[src/rtl/descramble.sv]
// Self-synchronizing descrambler for the x^11 + x^9 + 1 team scrambler with lock detection.
// Define DESCRAMBLE_TIMEOUT_EN to build the lock-loss timer; otherwise LOCKED is left only by rst.
module descramble (
   input  logic clk,
   input  logic rst,
   input  logic scrambled,
   input  logic scrambled_valid,
   output logic descrambled,
   output logic descrambled_valid,
   output logic locked
);

   localparam int LOAD_BITS = 11;
   localparam int LOCK_RUN  = 60;
   localparam int IDLE_RUN  = 29;
   localparam int LOAD_W    = $clog2(LOAD_BITS + 1);
   localparam int RUN_W     = $clog2(LOCK_RUN + 1);

   localparam logic [LOAD_W-1:0] LOAD_LAST = LOAD_W'(LOAD_BITS - 1);
   localparam logic [RUN_W-1:0]  LOCK_LAST = RUN_W'(LOCK_RUN - 1);
   localparam logic [RUN_W-1:0]  IDLE_MAX  = RUN_W'(IDLE_RUN);

`ifdef DESCRAMBLE_TIMEOUT_EN
   localparam int TIMEOUT = 90250;
   localparam int TIMER_W = $clog2(TIMEOUT + 1);
   localparam logic [TIMER_W-1:0] TIMER_LAST = TIMER_W'(TIMEOUT - 1);
`endif

   typedef enum logic [1:0] {
      UNLOCKED,
      CHECK,
      LOCKED
   } state_t;

   state_t              state, state_n;
   logic [10:0]         lfsr, lfsr_n;
   logic [LOAD_W-1:0]   load_cnt, load_n;
   logic [RUN_W-1:0]    run_cnt, run_n;
   logic                valid_q;
   logic                lfsr_next;
   logic                desc_bit;

`ifdef DESCRAMBLE_TIMEOUT_EN
   logic [TIMER_W-1:0]  timer, timer_n;
`endif

   assign lfsr_next = lfsr[8] ^ lfsr[10];
   assign desc_bit  = scrambled ^ lfsr_next;

   // NOTE: every signal written here gets a default first so no path leaves it unassigned (no latch).
   always_comb begin
      state_n = state;
      lfsr_n  = lfsr;
      load_n  = load_cnt;
      run_n   = run_cnt;
`ifdef DESCRAMBLE_TIMEOUT_EN
      timer_n = timer;
`endif
      if (scrambled_valid) begin
         case (state)
            UNLOCKED: begin
               // The remote scrambler is assumed to be sending idle ones, so ~scrambled is its LFSR output.
               lfsr_n = {lfsr[9:0], ~scrambled};
               if (load_cnt == LOAD_LAST) begin
                  state_n = CHECK;
                  load_n  = '0;
                  run_n   = '0;
               end else begin
                  load_n = load_cnt + 1'b1;
               end
            end
            CHECK: begin
               lfsr_n = {lfsr[9:0], lfsr_next};
               if (!desc_bit) begin
                  state_n = UNLOCKED;
                  load_n  = '0;
                  run_n   = '0;
               end else if (run_cnt == LOCK_LAST) begin
                  state_n = LOCKED;
                  run_n   = '0;
`ifdef DESCRAMBLE_TIMEOUT_EN
                  timer_n = '0;
`endif
               end else begin
                  run_n = run_cnt + 1'b1;
               end
            end
            LOCKED: begin
               lfsr_n = {lfsr[9:0], lfsr_next};
               if (!desc_bit)
                  run_n = '0;
               else if (run_cnt < IDLE_MAX)
                  run_n = run_cnt + 1'b1;
`ifdef DESCRAMBLE_TIMEOUT_EN
               // An idle run completing on the timeout bit keeps the lock.
               if (run_n == IDLE_MAX) begin
                  timer_n = '0;
               end else if (timer == TIMER_LAST) begin
                  state_n = UNLOCKED;
                  load_n  = '0;
                  run_n   = '0;
                  timer_n = '0;
               end else begin
                  timer_n = timer + 1'b1;
               end
`endif
            end
            default: begin
               state_n = UNLOCKED;
               load_n  = '0;
               run_n   = '0;
            end
         endcase
      end
   end

   // NOTE: sequential state uses non-blocking assignments so every register samples pre-edge values.
   always_ff @(posedge clk or posedge rst) begin
      if (rst) begin
         state       <= UNLOCKED;
         lfsr        <= 11'h7FF;
         load_cnt    <= '0;
         run_cnt     <= '0;
         descrambled <= 1'b0;
         valid_q     <= 1'b0;
`ifdef DESCRAMBLE_TIMEOUT_EN
         timer       <= '0;
`endif
      end else begin
         state    <= state_n;
         lfsr     <= lfsr_n;
         load_cnt <= load_n;
         run_cnt  <= run_n;
         valid_q  <= scrambled_valid;
`ifdef DESCRAMBLE_TIMEOUT_EN
         timer    <= timer_n;
`endif
         if (scrambled_valid)
            descrambled <= desc_bit;
      end
   end

   // Decoded from the state register so lock rises and falls on the state-change edge.
   assign locked            = (state == LOCKED);
   assign descrambled_valid = valid_q & locked;

endmodule
[config.mk]
export PLATFORM = sky130hd
export DESIGN_NAME = descramble
export DESIGN_NICKNAME = d
export VERILOG_FILES = /design/src/rtl/descramble.sv
export SDC_FILE = /design/constraint.sdc
export NUM_CORES = 1
export LEC_CHECK = 0
export CAP_MARGIN = 30
export CORE_ASPECT_RATIO = 0.7
export CORE_MARGIN = 8
export CORE_UTILIZATION = 55
export CTS_CLUSTER_SIZE = 30
export DETAILED_ROUTE_END_ITERATION = 10
export GPL_TIMING_DRIVEN = 0
export HOLD_SLACK_MARGIN = 0.1
export MAX_ROUTING_LAYER = met4
export PLACE_DENSITY = 0.76
export SLEW_MARGIN = 0
export SYNTH_ARGS = -nofsm -noshare
export SYNTH_HDL_FRONTEND = slang
export SYNTH_SLANG_ARGS = --single-unit
[constraint.sdc]
create_clock -name clk -period 2 [get_ports clk]
set_input_delay 0.4 -clock clk [delete_from_list [all_inputs] [get_ports clk]]
set_output_delay 0.4 -clock clk [all_outputs]
set_load 0.01 [all_outputs]
==> Word level (Yosys, flattened, before mapping) <==
Index checks and enable logic that the tools add are counted.
{ "totals": {"latch_bits": 0, "n_memories": 0, "ramBits": 0, "mem_bits_ro": 0, "inputBits": 4, "reg_bits": 25} }
{ "classes": {"mul": 0, "div_mod_pow": 0, "n_addsub": 2, "n_eq_ne": 8, "n_reduce_logical": 7, "n_bitwise": 5, "order_cmp": 1, "n_shift": 0, "n_mux": 14} }
{ "op_table": {"columns": ["op", "n"], "rows": [
  ["2-to-1 mux 6 bit", 5],
  ["case mux 11 bit (2 select lines)", 1],
  ["case mux 6 bit (3 select lines)", 1],
  ["case mux 4 bit (3 select lines)", 1],
  ["2-to-1 mux 4 bit", 2],
  ["adder 6 x 1 -> 6 bit, second input constant", 1],
  ["== test 6 bit, second input constant", 1],
  ["< comparator 6 x 5 -> 1 bit, second input constant", 1],
  ["2-to-1 mux 2 bit", 3],
  ["case mux 2 bit (3 select lines)", 1],
  ["AND reduction 3 bit", 2],
  ["adder 4 x 1 -> 4 bit, second input constant", 1],
  ["== test 4 bit, second input constant", 1],
  ["!= test 2 bit, second input constant", 2],
  ["AND reduction 4 bit", 1],
  ["!= test 3 x 2 -> 1 bit, second input constant", 1],
  ["!= test 3 bit, second input constant", 1],
  ["== test 2 x 1 -> 1 bit, second input constant", 1],
  ["== test 2 bit, second input constant", 1],
  ["logical NOT 2 bit", 1],
  ["NOT 1 bit", 2],
  ["AND reduction 2 bit", 1],
  ["nonzero test 2 bit", 1],
  ["OR reduction 2 bit", 1],
  ["other kinds (2)", 3]
]} }

==> Longest topological paths before layout <==
{ "logic_depth": {"depth_word": 4, "mapped_depth": 7, "depth_no_buf": 6} }

==> Worst setup path before layout <==
OpenSTA, ideal clock, no wires.
{ "synth_timing": {"kind": "reg-to-reg", "from": "register lfsr[8]", "to": "register run_cnt[2]", "period_less_slack_ns": 1.768, "slack_ns": 0.232, "setup_ns": 0.126, "stages_incl_launch_ff": 5, "t_arrival_ns": 1.642, "path_cell_list": "dfstp_2 > xor3_2 > o211ai_1 > nand2_2 > a221o_1"} }
{ "synth_via": {"elab_chain_cells": 4, "word_cells_on_any_way": 7} }
{ "synth_lines": {"columns": ["item", "line", "source"], "rows": [
  ["from (decl)", "36", "logic [10:0] lfsr, lfsr_n;"],
  ["from (signal assigned)", "131", "lfsr <= lfsr_n;"],
  ["bitwise XOR 1 bit *", "47", "assign lfsr_next = lfsr[8] ^ lfsr[10];"],
  ["bitwise XOR 1 bit *", "48", "assign desc_bit = scrambled ^ lfsr_next;"],
  ["!= test 3 x 2 -> 1 bit (no line) (tied with other cells)", null, null],
  ["AND reduction 3 bit (no line) or case mux 6 bit (3 select lines) (tied branches)", null, null],
  ["to (signal assigned)", "133", "run_cnt <= run_n;"],
  ["to (decl)", "38", "logic [RUN_W-1:0] run_cnt, run_n;"]
]} }
Every way passes the cells marked *; elsewhere a longest branch is shown, timed or not.
A chain may end at the register's enable or synchronous reset.

==> Final worst setup path <==
{ "layout_timing": {"from": "input scrambled", "to": "register run_cnt[2]"} }
{ "layout_via": {"elab_chain_cells": 3, "word_cells_on_any_way": 6} }
{ "layout_lines": {"columns": ["item", "line", "source"], "rows": [
  ["from (decl)", "6", "input logic scrambled,"],
  ["bitwise XOR 1 bit *", "48", null],
  ["!= test 3 x 2 -> 1 bit (no line) (tied with other cells)", null, null],
  ["AND reduction 3 bit (no line) or case mux 6 bit (3 select lines) (tied branches)", null, null]
]} }
Marked as above.

==> results_dict.tcl <==
set metrics [dict create \
    diodes 0 \
    rsz0062_at_grt "false" \
    tightest_slew_ns 0.902 \
    fmax_ghz 0.524 \
    layout-drive-gt1-share 0.331 \
    drt_iter0_drc 61 \
    io_pins 7 \
    synthFlopType "dfrtp_1" \
    portBuffers 6 \
    place.gp.congestion 0.832 \
    critPathCaptureType "flip-flop" \
    layout_min_cycle_time_ns 1.91 \
    place_ws_ns -0.0873 \
    first_pass_iters 4 \
    synthToLayoutAreaGrowth_pct 10.4 \
    dp.final_hpwl_um 1760 \
    synth_edf_count 0 \
    vias 919 \
    die_x_um 76.4 \
    core_area_um2 2440 \
    leakagePower_uw 0.000660 \
    final_max_slew_viol_count 0 \
    path_class "input port to flip-flop" \
    yosysSeqAreaShare 0.456 \
    syn_inst 119 \
    insertion_delay_ns 0.31 \
    synthesis.area_um2 1400 \
    dieArea_um2 4450 \
    status "complete, no violations" \
    fin_crit_sh 0.954 \
    avgSynthCellArea_um2 11.8 \
    cts_htree_levels 1 \
    cts-root-buf "clkbuf_4" \
    start_kind "input port" \
    relSlewSlack 0.398 \
    hold_violations 0 \
    hp-class "flip-flop to flip-flop" \
    setup_viol 0 \
    route.detailed.drc 0 \
    nets 143 \
    total_power_uw 1850 \
    postRouteAntennaNets 0 \
    drv_cap 0 \
    grt_pass1_vias 882 \
    postCtsHoldBufs 0 \
    synthArstFlopShare 1.00 \
    clk_path_buf_depth 2 \
    drt_wl_total_um 2380 \
    fin_skew_ns 0.00146 \
    ys_types 39 \
    yosysMostFrequentCell "mux2_2" \
    clock_sinks 25 \
    clk_pin_slew_ns 0.13 \
    path_max_fanout 7 \
    arrival_ns 2.12 \
    track_usage 0.118 \
    fin_setup_tns_ns 0 \
    yosys-top-cells-area "dfrtp_1, dfstp_2, mux2_2" \
    grt_pass1_wl_um 4200 \
    synth_fp_nets 131 \
    synth_common_cells "mux2_2, dfrtp_1, dfstp_2" \
    grt_overflow_total 0 \
    cp.required_ns 2.21 \
    grt_max_degree 26 \
    synth_top_area_share 0.250 \
    viasPerCell 5.60 \
    ys_ff_latch 25 \
    synth_warnings 0 \
    row_count 15 \
    fin_ws_ns 0.0915 \
    cts_tree "built" \
    start_util 0.575 \
    antenna_found_initial 0 \
    r2r_slack_ns 0.15 \
    cts_buffers 3 \
    wl_per_cell_um 14.5 \
    peakVddDrop_mv 0.695 \
    die_height_um 58.3 \
    yosys.area.top_type "dfrtp_1" \
    p_per_area_nw_per_um2 1190 \
]
-- flip-flops by register name (all words and copies together), names as in the netlist --
name / count
valid_q: 1
lfsr: 11
run_cnt: 6
load_cnt: 4
descrambled: 1
state: 2
-- layout make-up --
type                       count  area, µm²
fill                         190        891
multi-input combinational     84        721
sequential                    25        639
timing repair buffer           7       65.1
tap                           34       42.5
buffer                         3       28.8
clock buffer                   4       26.3
inverter                       7       26.3
-- power breakdown --
group | total [µW] | switching (µW) | internal [µW]
Sequential | 882 | 121 | 760
Clock | 223 | 145 | 77.8
Combinational | 743 | 375 | 367
Total | 1850 | 642 | 1210
-- path summary, 6_finish.rpt --
kind	end	cells after the start	startpoint
max in group asynchronous	valid_q	2	rst
hold reg to reg	descrambled	1	descrambled
setup / recovery	run_cnt[2]	5	scrambled
min in group asynchronous	state[0]	2	rst
hold / removal	descrambled	1	descrambled
setup reg to reg	run_cnt[0]	6	run_cnt[0]
-- routing by layer --
metal / wire [µm] / up-vias / GRT usage
li1: - / 455 / -
met1: 1270 / 443 / 0.161
met2: 1000 / 19 / 0.169
met3: 96 / 2 / 0.0309
met4: 14 / 0 / 0.0327
met5: 0 / - / -
-- per-stage QoR --
step	instances	area (µm²)	utilization	hold WS [ns]
2_1_floorplan	119	1400	-	0.419
3_3_place_gp	159	1510	0.617	0.500
3_5_place_dp	159	1510	0.617	0.499
4_1_cts	164	1550	0.635	0.529
5_1_grt	164	1550	0.635	0.555
6_report	164	1550	0.635	0.526
-- worst max-delay path, cell delays in order --
cell and delay (ns):
clkdlybuf4s50_1 0.48, xor3_2 0.53, o211ai_1 0.19, nand2_2 0.14
a221o_1 0.37
-- cell families (layout without fill, tap and decap cells) --
| logic type | count (synthesis) | count (layout) | synth area share |
|---|---|---|---|
| compound gates | 29 | 29 | 0.167 |
| xor+xnor | 2 | 2 | 0.0241 |
| fa+ha+maj | 8 | 8 | 0.0714 |
| buf+inv | 10 | 21 | 0.0321 |
| flops | 25 | 25 | 0.456 |
| mux | 15 | 15 | 0.120 |
| simple gates | 30 | 30 | 0.129 |
-- placed cells by master (no fill, tap or decap), drive strengths merged, types with 5 or more instances in the layout --
cell type,Yosys,final
mux2,15,15
dfrtp,14,14
dfstp,11,11
ha,8,8
inv,7,7
o21ai,7,7
clkbuf,2,7
and2,5,5
nand2,5,5
-- what timing repair did --
item,in CTS,in global routing
resized for setup,5,4
pin swaps,0,1
setup buffers,1,0
gates cloned,0,0
setup endpoints to repair,2,4
(Power assumes the default switching activity.)
